`config.mk`:
```
export PLATFORM = sky130hd
export DESIGN_NAME = bat_quad_input
export DESIGN_NICKNAME = d
export VERILOG_FILES = /design/src/rtl/bat_input_pkg.sv /design/src/rtl/quad_channel.sv /design/src/rtl/bat_quad_input.sv
export SDC_FILE = /design/constraint.sdc
export NUM_CORES = 1
export LEC_CHECK = 0
export BUFFER_PORTS_ARGS = -buffer_cell sky130_fd_sc_hd__buf_2
export CORE_AREA = 2 2 119 121
export CTS_CLUSTER_SIZE = 20
export DETAILED_ROUTE_END_ITERATION = 10
export DIE_AREA = 0 0 121 123
export GPL_ROUTABILITY_DRIVEN = 0
export GPL_TIMING_DRIVEN = 0
export HOLD_SLACK_MARGIN = 0.02
export SLEW_MARGIN = 40
export SYNTH_ARGS = -nofsm -noshare
export SYNTH_HDL_FRONTEND = slang
export SYNTH_SLANG_ARGS = --single-unit
```
`constraint.sdc`:
```
create_clock -name glb_clk -period 8.3 [get_ports glb_clk]
set_input_delay 0.83 -clock glb_clk [delete_from_list [all_inputs] [get_ports glb_clk]]
set_output_delay 0.83 -clock glb_clk [all_outputs]
set_load 0.01 [all_outputs]
```
`src/rtl/bat_input_pkg.sv`:
```
// ------------------------------------------------------------------------
// bat_input_pkg: shared constants and quadrature decode helper. Rev 1.0
// ------------------------------------------------------------------------
`default_nettype none

package bat_input_pkg;

  localparam int MOVE_W       = 9;
  localparam int ACC_W        = 10;
  localparam int ACC_MAX      = 255;
  localparam int ACC_MIN      = -255;
  localparam int PRIME_CYCLES = 3;
  localparam int PRIME_W      = 2;

  // Bit {prev,cur} set when that {a,b} pair is a legal transition in the given direction.
  localparam logic [15:0] Q_FWD = 16'h2814;
  localparam logic [15:0] Q_REV = 16'h4182;

  typedef enum logic [1:0] {
    STEP_NONE = 2'd0,
    STEP_FWD  = 2'd1,
    STEP_REV  = 2'd2
  } step_e;

  function automatic step_e quad_decode(input logic [1:0] prev, input logic [1:0] cur);
    logic [3:0] idx;
    idx = {prev, cur};
    if (Q_FWD[idx]) begin
      return STEP_FWD;
    end
    if (Q_REV[idx]) begin
      return STEP_REV;
    end
    return STEP_NONE;
  endfunction

endpackage

`default_nettype wire

```
`src/rtl/quad_channel.sv`:
```
// ------------------------------------------------------------------------
// quad_channel: one paddle's quadrature decode, frame delta and idle detect. Rev 1.0
// ------------------------------------------------------------------------
`default_nettype none

module quad_channel
  import bat_input_pkg::*;
#(
  parameter int STEP_SHIFT  = 1,
  parameter int IDLE_FRAMES = 600,
  parameter int IDLE_W      = 10
) (
  input  logic              clk_i,
  input  logic              rst_ni,
  input  logic              vs_rise_i,
  input  logic              qa_i,
  input  logic              qb_i,
  output logic [MOVE_W-1:0] move_o,
  output logic              human_o
);

  localparam int SUM_W = ACC_W + 2;
  localparam logic signed [SUM_W-1:0] DELTA     = SUM_W'(1 << STEP_SHIFT);
  localparam logic signed [SUM_W-1:0] SAT_HI    = SUM_W'(ACC_MAX);
  localparam logic signed [SUM_W-1:0] SAT_LO    = SUM_W'(ACC_MIN);
  localparam logic [IDLE_W-1:0]       IDLE_LAST = IDLE_W'(IDLE_FRAMES - 1);
  localparam logic [PRIME_W-1:0]      PRIME_END = PRIME_W'(PRIME_CYCLES);

  logic [1:0]              sync1_q, sync2_q, prev_q;
  logic [PRIME_W-1:0]      prime_q;
  logic signed [ACC_W-1:0] acc_q, acc_d;
  logic [MOVE_W-1:0]       move_q, move_d;
  logic                    human_q, human_d;
  logic                    active_q, active_d;
  logic [IDLE_W-1:0]       idle_q, idle_d;

  logic                    primed;
  logic                    moved;
  step_e                   step;
  logic signed [SUM_W-1:0] delta;
  logic signed [SUM_W-1:0] sum;
  logic signed [SUM_W-1:0] sat;

  always_comb begin
    primed = (prime_q == PRIME_END);
    step   = primed ? quad_decode(prev_q, sync2_q) : STEP_NONE;
    moved  = (step != STEP_NONE);
    case (step)
      STEP_FWD: delta = DELTA;
      STEP_REV: delta = -DELTA;
      default:  delta = '0;
    endcase

    sum = SUM_W'(acc_q) + delta;
    if (sum > SAT_HI) begin
      sat = SAT_HI;
    end else if (sum < SAT_LO) begin
      sat = SAT_LO;
    end else begin
      sat = sum;
    end

    // A step decoded on the frame edge starts the next frame instead of being dropped.
    acc_d = vs_rise_i ? delta[ACC_W-1:0] : sat[ACC_W-1:0];
  end

  always_comb begin
    move_d   = move_q;
    human_d  = human_q;
    idle_d   = idle_q;
    active_d = active_q;
    if (vs_rise_i) begin
      move_d   = acc_q[MOVE_W-1:0];
      active_d = 1'b0;
      if (active_q || moved) begin
        idle_d  = '0;
        human_d = 1'b1;
      end else if (idle_q == IDLE_LAST) begin
        human_d = 1'b0;
      end else begin
        idle_d = idle_q + 1'b1;
      end
    end else if (moved) begin
      active_d = 1'b1;
    end
  end

  always_ff @(posedge clk_i) begin
    if (!rst_ni) begin
      sync1_q  <= '0;
      sync2_q  <= '0;
      prev_q   <= '0;
      prime_q  <= '0;
      acc_q    <= '0;
      move_q   <= '0;
      human_q  <= 1'b0;
      active_q <= 1'b0;
      idle_q   <= '0;
    end else begin
      sync1_q  <= {qa_i, qb_i};
      sync2_q  <= sync1_q;
      prev_q   <= sync2_q;
      if (!primed) begin
        prime_q <= prime_q + 1'b1;
      end
      acc_q    <= acc_d;
      move_q   <= move_d;
      human_q  <= human_d;
      active_q <= active_d;
      idle_q   <= idle_d;
    end
  end

  assign move_o  = move_q;
  assign human_o = human_q;

endmodule

`default_nettype wire

```
`src/rtl/bat_quad_input.sv`:
```
// ------------------------------------------------------------------------
// bat_quad_input: two-paddle quadrature front end with frame-edge latching. Rev 1.0
// ------------------------------------------------------------------------
`default_nettype none

module bat_quad_input
  import bat_input_pkg::*;
#(
  parameter int STEP_SHIFT  = 1,
  parameter int IDLE_FRAMES = 600,
  parameter int IDLE_W      = 10
) (
  input  logic              glb_clk,
  input  logic              reset_n,
  input  logic              vsync,
  input  logic              l_qa,
  input  logic              l_qb,
  input  logic              r_qa,
  input  logic              r_qb,
  output logic [MOVE_W-1:0] lbat_move,
  output logic              lbat_human,
  output logic [MOVE_W-1:0] rbat_move,
  output logic              rbat_human
);

  logic vsync_q;
  logic vs_rise;

  always_ff @(posedge glb_clk) begin
    if (!reset_n) begin
      vsync_q <= 1'b0;
    end else begin
      vsync_q <= vsync;
    end
  end

  // vsync is active-low, so its rising edge marks the end of the blanking pulse.
  assign vs_rise = vsync & ~vsync_q;

  quad_channel #(
    .STEP_SHIFT (STEP_SHIFT),
    .IDLE_FRAMES(IDLE_FRAMES),
    .IDLE_W     (IDLE_W)
  ) u_left (
    .clk_i    (glb_clk),
    .rst_ni   (reset_n),
    .vs_rise_i(vs_rise),
    .qa_i     (l_qa),
    .qb_i     (l_qb),
    .move_o   (lbat_move),
    .human_o  (lbat_human)
  );

  quad_channel #(
    .STEP_SHIFT (STEP_SHIFT),
    .IDLE_FRAMES(IDLE_FRAMES),
    .IDLE_W     (IDLE_W)
  ) u_right (
    .clk_i    (glb_clk),
    .rst_ni   (reset_n),
    .vs_rise_i(vs_rise),
    .qa_i     (r_qa),
    .qb_i     (r_qb),
    .move_o   (rbat_move),
    .human_o  (rbat_human)
  );

endmodule

`default_nettype wire

```
; ---- Word level (Yosys, flattened, before mapping)
; Memories as Yosys holds them, arrays and structs flattened. A register that Yosys moved wholly into a read port is not among the register bits.
; Cells that the tools add are included.
[totals]
regBits = 79
mem_bits_ro = 64
inputBits = 7
out_inout_bits = 20
n_memories = 4
[classes]
add_sub_neg = 6
n_lt_le_gt_ge = 6
eq_ne = 10
n_mux = 40
n_bitwise = 3
reduce_logical = 11
[memory_table]
columns = name, depth, width, read_ports, rd_ports_with_merged_regs, write_ports, line_no
row1 = (no name shown), 16, 1, 1, 1, 0, bat_input_pkg.sv:31  ; if (Q_REV[idx]) begin
row2 = (no name shown), 16, 1, 1, 1, 0, bat_input_pkg.sv:28  ; if (Q_FWD[idx]) begin
row3 = (no name shown), 16, 1, 1, 1, 0, bat_input_pkg.sv:31
row4 = (no name shown), 16, 1, 1, 1, 0, bat_input_pkg.sv:28
[ops]
columns = op, count
row1 = $mux W10, 10
row2 = $pmux W12 S2, 2
row3 = $add A10 B12 Y12, 2
row4 = $gt A12 B9 Y1 const B, 2
row5 = $lt A12 B9 Y1 const B, 2
row6 = $add A10 B1 Y10 const B, 2
row7 = $eq A10 B10 Y1 const B, 2
row8 = $mux W2, 10
row9 = $mux W4, 4
row10 = $mux W1, 14
row11 = $lt A4 B5 Y1 const B, 2
row12 = $eq A2 B2 Y1 const B, 4
row13 = $reduce_and A2 Y1, 4
row14 = $reduce_bool A2 Y1, 4
row15 = $add A2 B1 Y2 const B, 2
row16 = $eq A2 B1 Y1 const B, 2
row17 = $ne A2 B1 Y1 const B, 2
row18 = $logic_or A1 B1 Y1, 2
row19 = $not A1 Y1, 2
row20 = $reduce_or A2 Y1, 1
row21 = $and A1 B1 Y1, 1

; ---- Depth between registers and ports, before layout
[depth]
depth_word = 14
mapped_depth = 13
ltp_nobuf = 12

; ---- Cells and area by module
; A second synthesis with hierarchy kept.
[hier_totals]
cells_unflattened = 462
hier_area_um2 = 4289.1
[modules_own_cells]
columns = mod, instances, cells_each, area_each_um2, seq_area_each_um2
row1 = quad_channel (u_right), 1, 242, 2239.6, 780.7
row2 = quad_channel (u_left), 1, 217, 2009.4, 780.7
row3 = bat_quad_input, 1, 3, 40.0, 20.0

; ---- Least setup slack after synthesis
; OpenSTA, ideal clock, no wires.
[synth_path]
path_kind = reg-to-reg
from = reg u_left.prime_q[0]
to = reg u_left.acc_q[0]
t_arrival_ns = 3.074
t_required_ns = 8.175
slack_ns = 5.101
stages_incl_launch_ff = 13
n_path_buf = 0
synth_period_minus_slack_ns = 3.199
path_cell_list = dfxtp_1 -> ha_1 -> nand3b_1 -> ha_1 -> ha_1 -> fa_1 -> a211oi_1 -> o21ai_0 -> a22o_1 -> and2_1 -> a221oi_2 -> a21oi_2 -> o41a_1
[synth_between]
elab_chain_len = 9
[synth_rtl]
columns = item, line_no
row1 = "start, declared", quad_channel.sv:30  ; logic [PRIME_W-1:0] prime_q;
row2 = "start signal, assigned", quad_channel.sv:104  ; prime_q <= prime_q + 1'b1;
row3 = $eq A2 B2 Y1 *, quad_channel.sv:45  ; primed = (prime_q == PRIME_END);
row4 = $mux W2 *, quad_channel.sv:46  ; step = primed ? quad_decode(prev_q, sync2_q) : STEP_NONE;
row5 = $eq A2 B2 Y1 or $eq A2 B1 Y1 (tied branches), quad_channel.sv:48  ; case (step)
row6 = $pmux W12 S2 *, quad_channel.sv:48
row7 = $add A10 B12 Y12 *, quad_channel.sv:54  ; sum = SUM_W'(acc_q) + delta;
row8 = $lt A12 B9 Y1, quad_channel.sv:57  ; end else if (sum < SAT_LO) begin
row9 = $mux W10, quad_channel.sv:57
row10 = $mux W10 *, quad_channel.sv:55  ; if (sum > SAT_HI) begin
row11 = $mux W10 *, quad_channel.sv:64  ; acc_d = vs_rise_i ? delta[ACC_W-1:0] : sat[ACC_W-1:0];
row12 = "end signal, assigned", quad_channel.sv:94  ; acc_q <= '0;
row13 = "end signal, assigned", quad_channel.sv:106  ; acc_q <= acc_d;
row14 = "end, declared", quad_channel.sv:31  ; logic signed [ACC_W-1:0] acc_q, acc_d;
; Every way passes the cells marked *; elsewhere a longest branch is shown, timed or not.
; A chain may end at the register's enable or synchronous reset.

; ---- Final worst setup path
[layout_path]
from = reg u_right.prime_q[0]
to = reg u_right.acc_q[5]
[layout_between]
elab_chain_len = 9
[layout_rtl]
columns = item, line_no
row1 = "start, declared", quad_channel.sv:30
row2 = "start signal, assigned", quad_channel.sv:104
row3 = $eq A2 B2 Y1 *, quad_channel.sv:45
row4 = $mux W2 *, quad_channel.sv:46
row5 = $eq A2 B2 Y1 or $eq A2 B1 Y1 (tied branches), quad_channel.sv:48
row6 = $pmux W12 S2 *, quad_channel.sv:48
row7 = $add A10 B12 Y12, quad_channel.sv:54
row8 = $lt A12 B9 Y1, quad_channel.sv:57
row9 = $mux W10, quad_channel.sv:57
row10 = $mux W10, quad_channel.sv:55
row11 = $mux W10 *, quad_channel.sv:64
row12 = "end signal, assigned", quad_channel.sv:94
row13 = "end signal, assigned", quad_channel.sv:106
row14 = "end, declared", quad_channel.sv:31
; Marks and branches as above.

==> results.md <==
* Skew final at 0.003364 ns
* Seq/Total Area, Yosys at between 30% and 40%
* Post-Syn Area at around 4000 µm²
* Slew @ Worst Pin at 0.6127 ns
* End of the worst register-to-register path: u_right.acc_q[5]
* Worst-case clock buffer depth at 2
* Die W at 121 µm
* R2R cell count at 12
* Fin crit period at approximately 3.6 ns
* Post-synth top area share at 39.34%
* Synth top cells by count: 79 x dfxtp_1, 62 x nand2_1, 34 x nor2_1
* CTS Buf Count at 9
* Setup TNS at 0 ns
* Pwr dens at 198.1 nW/µm²
* Startpoint Class: flop
* Worst path required time at 8.50 ns
* Core Area at 13610 µm²
* Syn_area_per_cell at 8.934 µm²
* Outcome: complete, no violations
* # DRC at 0
* Nets@finish at 522
* Final instance area at roughly 4700 µm²
* Setup violations, final at 0
* H-tree depth at 3
* WL/cell at 12.65 µm
* Leak at about 1.9 nW
* Ys async rst share at 0%
* Area grow syn2layout at 16.71%
* DPL Wire Length at 6.407 mm
* Iter 0 DRT Violations at 118
* Max VDD drop at 0.09995 mV
* WHS at 0.4584 ns
* Area leader, netlist: dfxtp_1
* Initial Util at 29.53%
* R2r setup slk at 4.74 ns
* Congestion Overflow GR at 0
* Prevailing post-synth register cell: dfxtp_1
* Row cnt at 43
* Cell Area, Placed at 4375 µm²
* Finished Core Util at 34.47%
* Setup bufs post-CTS at 0
* CP Capture Type: flop
* Reg2Reg Launch Point: u_right.prime_q[0]
* I/O pins at 27
* CTS resizes at 0
* Via Count at 3266
* Max Clock Freq at between 0.2 and 0.3 GHz
* Drt pass-1 iters at 4
* Layout cells sized above 1 at 10.98%
* Crit path launch: u_right.prime_q[0]
* Number of synthesized flops with an enable pin at 0
* Largest net degree at the start of global routing at 15
* Initial antenna violation count at 0
* Hold crit path type: reg -> reg
* Crit Path Max Fanout at 11
* Period utilization at a little over two fifths
* Yosys cell types at 62
* Max_slew headroom at 58.88%
* Unrepaired setup endpoints after global routing: false
* CTS root buf: clkbuf_16
* Vias per inst at roughly 4.9
* Drt total wl at 8.498 mm
* Hold Buf Count CTS at 0
* DIE AREA at around 15000 µm²
* Mapped Nets at 485
* ANT cells at 0
* Critical path class: reg -> reg
* Fin. Hold Viols at 0
* Slew Limit Fails at 0
* Post-synthesis cell count at 450
* Clock-pin slew on the worst setup and hold paths at 0.06 ns
* Max-Cap Viols at 0
* DRT antenna net count at 0
* Die height at 123 µm
* CTS tree: built
* Buffers on Ports at 26
* Count leader, synth: dfxtp_1
* Clock sink total at 79
* Yosys warnings at 0
* Vias in the first global route at about 3300
* #FFs+latches synth at approximately 80
* Top cells by area, synth: dfxtp_1 39%, ha_1 8.1%, nand2_1 5.8%, xor2_1 4.1%, a21boi_0 3.9%
* Worst-Skew Late Latency at between 0.3 and 0.4 ns
* Worst Setup EP: u_right.acc_q[5]
* First-pass GRT wire length at 14.68 mm
* Crit path DAT at 3.76 ns
* Gr usage total at 12.42%
-- kinds of logic (layout without fill, tap and decap cells) --
family | after synthesis | count (layout) | synth area share (%)
AND/OR/NAND/NOR | 176 | 176 | 21.76
flip-flops | 79 | 79 | 39.34
adder cells (fa/ha/maj) | 28 | 28 | 9.088
multiplexers | 3 | 3 | 0.7470
AO/OA/AOI/OAI | 108 | 108 | 19.70
XOR/XNOR | 30 | 30 | 6.723
buffers and inverters | 26 | 68 | 2.645
-- registers in the layout (all words and copies together), names as in the netlist, 9 cells and up, named ones only --
| signal | count |
|---|---|
| u_left.idle_q | 10 |
| u_left.acc_q | 10 |
| u_right.move_o | 9 |
| u_left.move_o | 9 |
| u_right.acc_q | 10 |
| u_right.idle_q | 10 |
-- stage by stage --
stage | setup slack [ns] | std cells | power, mW
2_1_floorplan | 5.101 | 450 | 0.4972
5_1_grt | 4.423 | 672 | 0.9731
4_1_cts | 4.744 | 672 | 0.9420
6_report | 4.745 | 672 | 0.9295
3_3_place_gp | 4.854 | 656 | 0.5208
3_5_place_dp | 4.757 | 656 | 0.5244
-- power breakdown --
group          switching [mW]  total, mW  internal [mW]
clock network           0.162      0.414          0.252
registers              0.0123      0.412          0.399
logic                  0.0585      0.104         0.0451
total                   0.233      0.930          0.697
-- placed cells by master (no fill, tap or decap), types with 10 or more instances in the layout --
cell,synthesis,final
ha_1,26,26
nand2_1,62,62
xor2_1,19,19
and2_1,15,15
a21boi_0,21,21
xnor2_1,10,10
o21ai_0,16,16
o31ai_1,12,12
dfxtp_1,79,79
nor2_1,34,34
a21oi_1,11,11
buf_2,1,27
inv_1,12,12
-- per-layer routing --
metal	GRT usage [%]	vias to the layer above	wire length (µm)
met5	0	-	0
met4	6.323	0	225
met3	3.183	15	242
met2	20.93	35	3999
met1	14.64	1547	4030
li1	-	1669	-
-- critical path, stage by stage (launching register included) --
cell       delay (ns)
dfxtp_1          0.35
ha_1             0.25
nand3b_1         0.13
inv_1            0.07
ha_1             0.47
ha_1             0.34
a211oi_2         0.40
o21ai_0          0.22
a2111oi_0        0.41
nor3_1           0.10
o22ai_1          0.30
o21a_1           0.28
o31ai_1          0.11
-- final cells by class --
class / instances / area (µm²)
buffer: 14 / 61.31
clock buffer: 11 / 252.7
clock inverter: 5 / 63.81
fill: 1399 / 8920
inverter: 12 / 45.04
multi-input combinational: 345 / 2332
sequential: 79 / 1582
tap: 180 / 225.2
timing repair buffer: 26 / 130.1
-- worst min-delay path by stage --
stage,startpoint,end,slack [ns],cells past startpoint
detailed placement,u_right.move_o[2],u_right.move_o[2],0.46,2
CTS,u_left.move_o[5],u_left.move_o[5],0.47,2
finish,u_left.move_o[5],u_left.move_o[5],0.46,2
floorplan,u_right.active_q,u_right.active_q,0.44,2
global route,u_right.move_o[7],u_right.move_o[7],0.49,2
global placement,u_left.move_o[2],u_left.move_o[2],0.45,2
No activity file was read; power rests on OpenSTA's default activity.
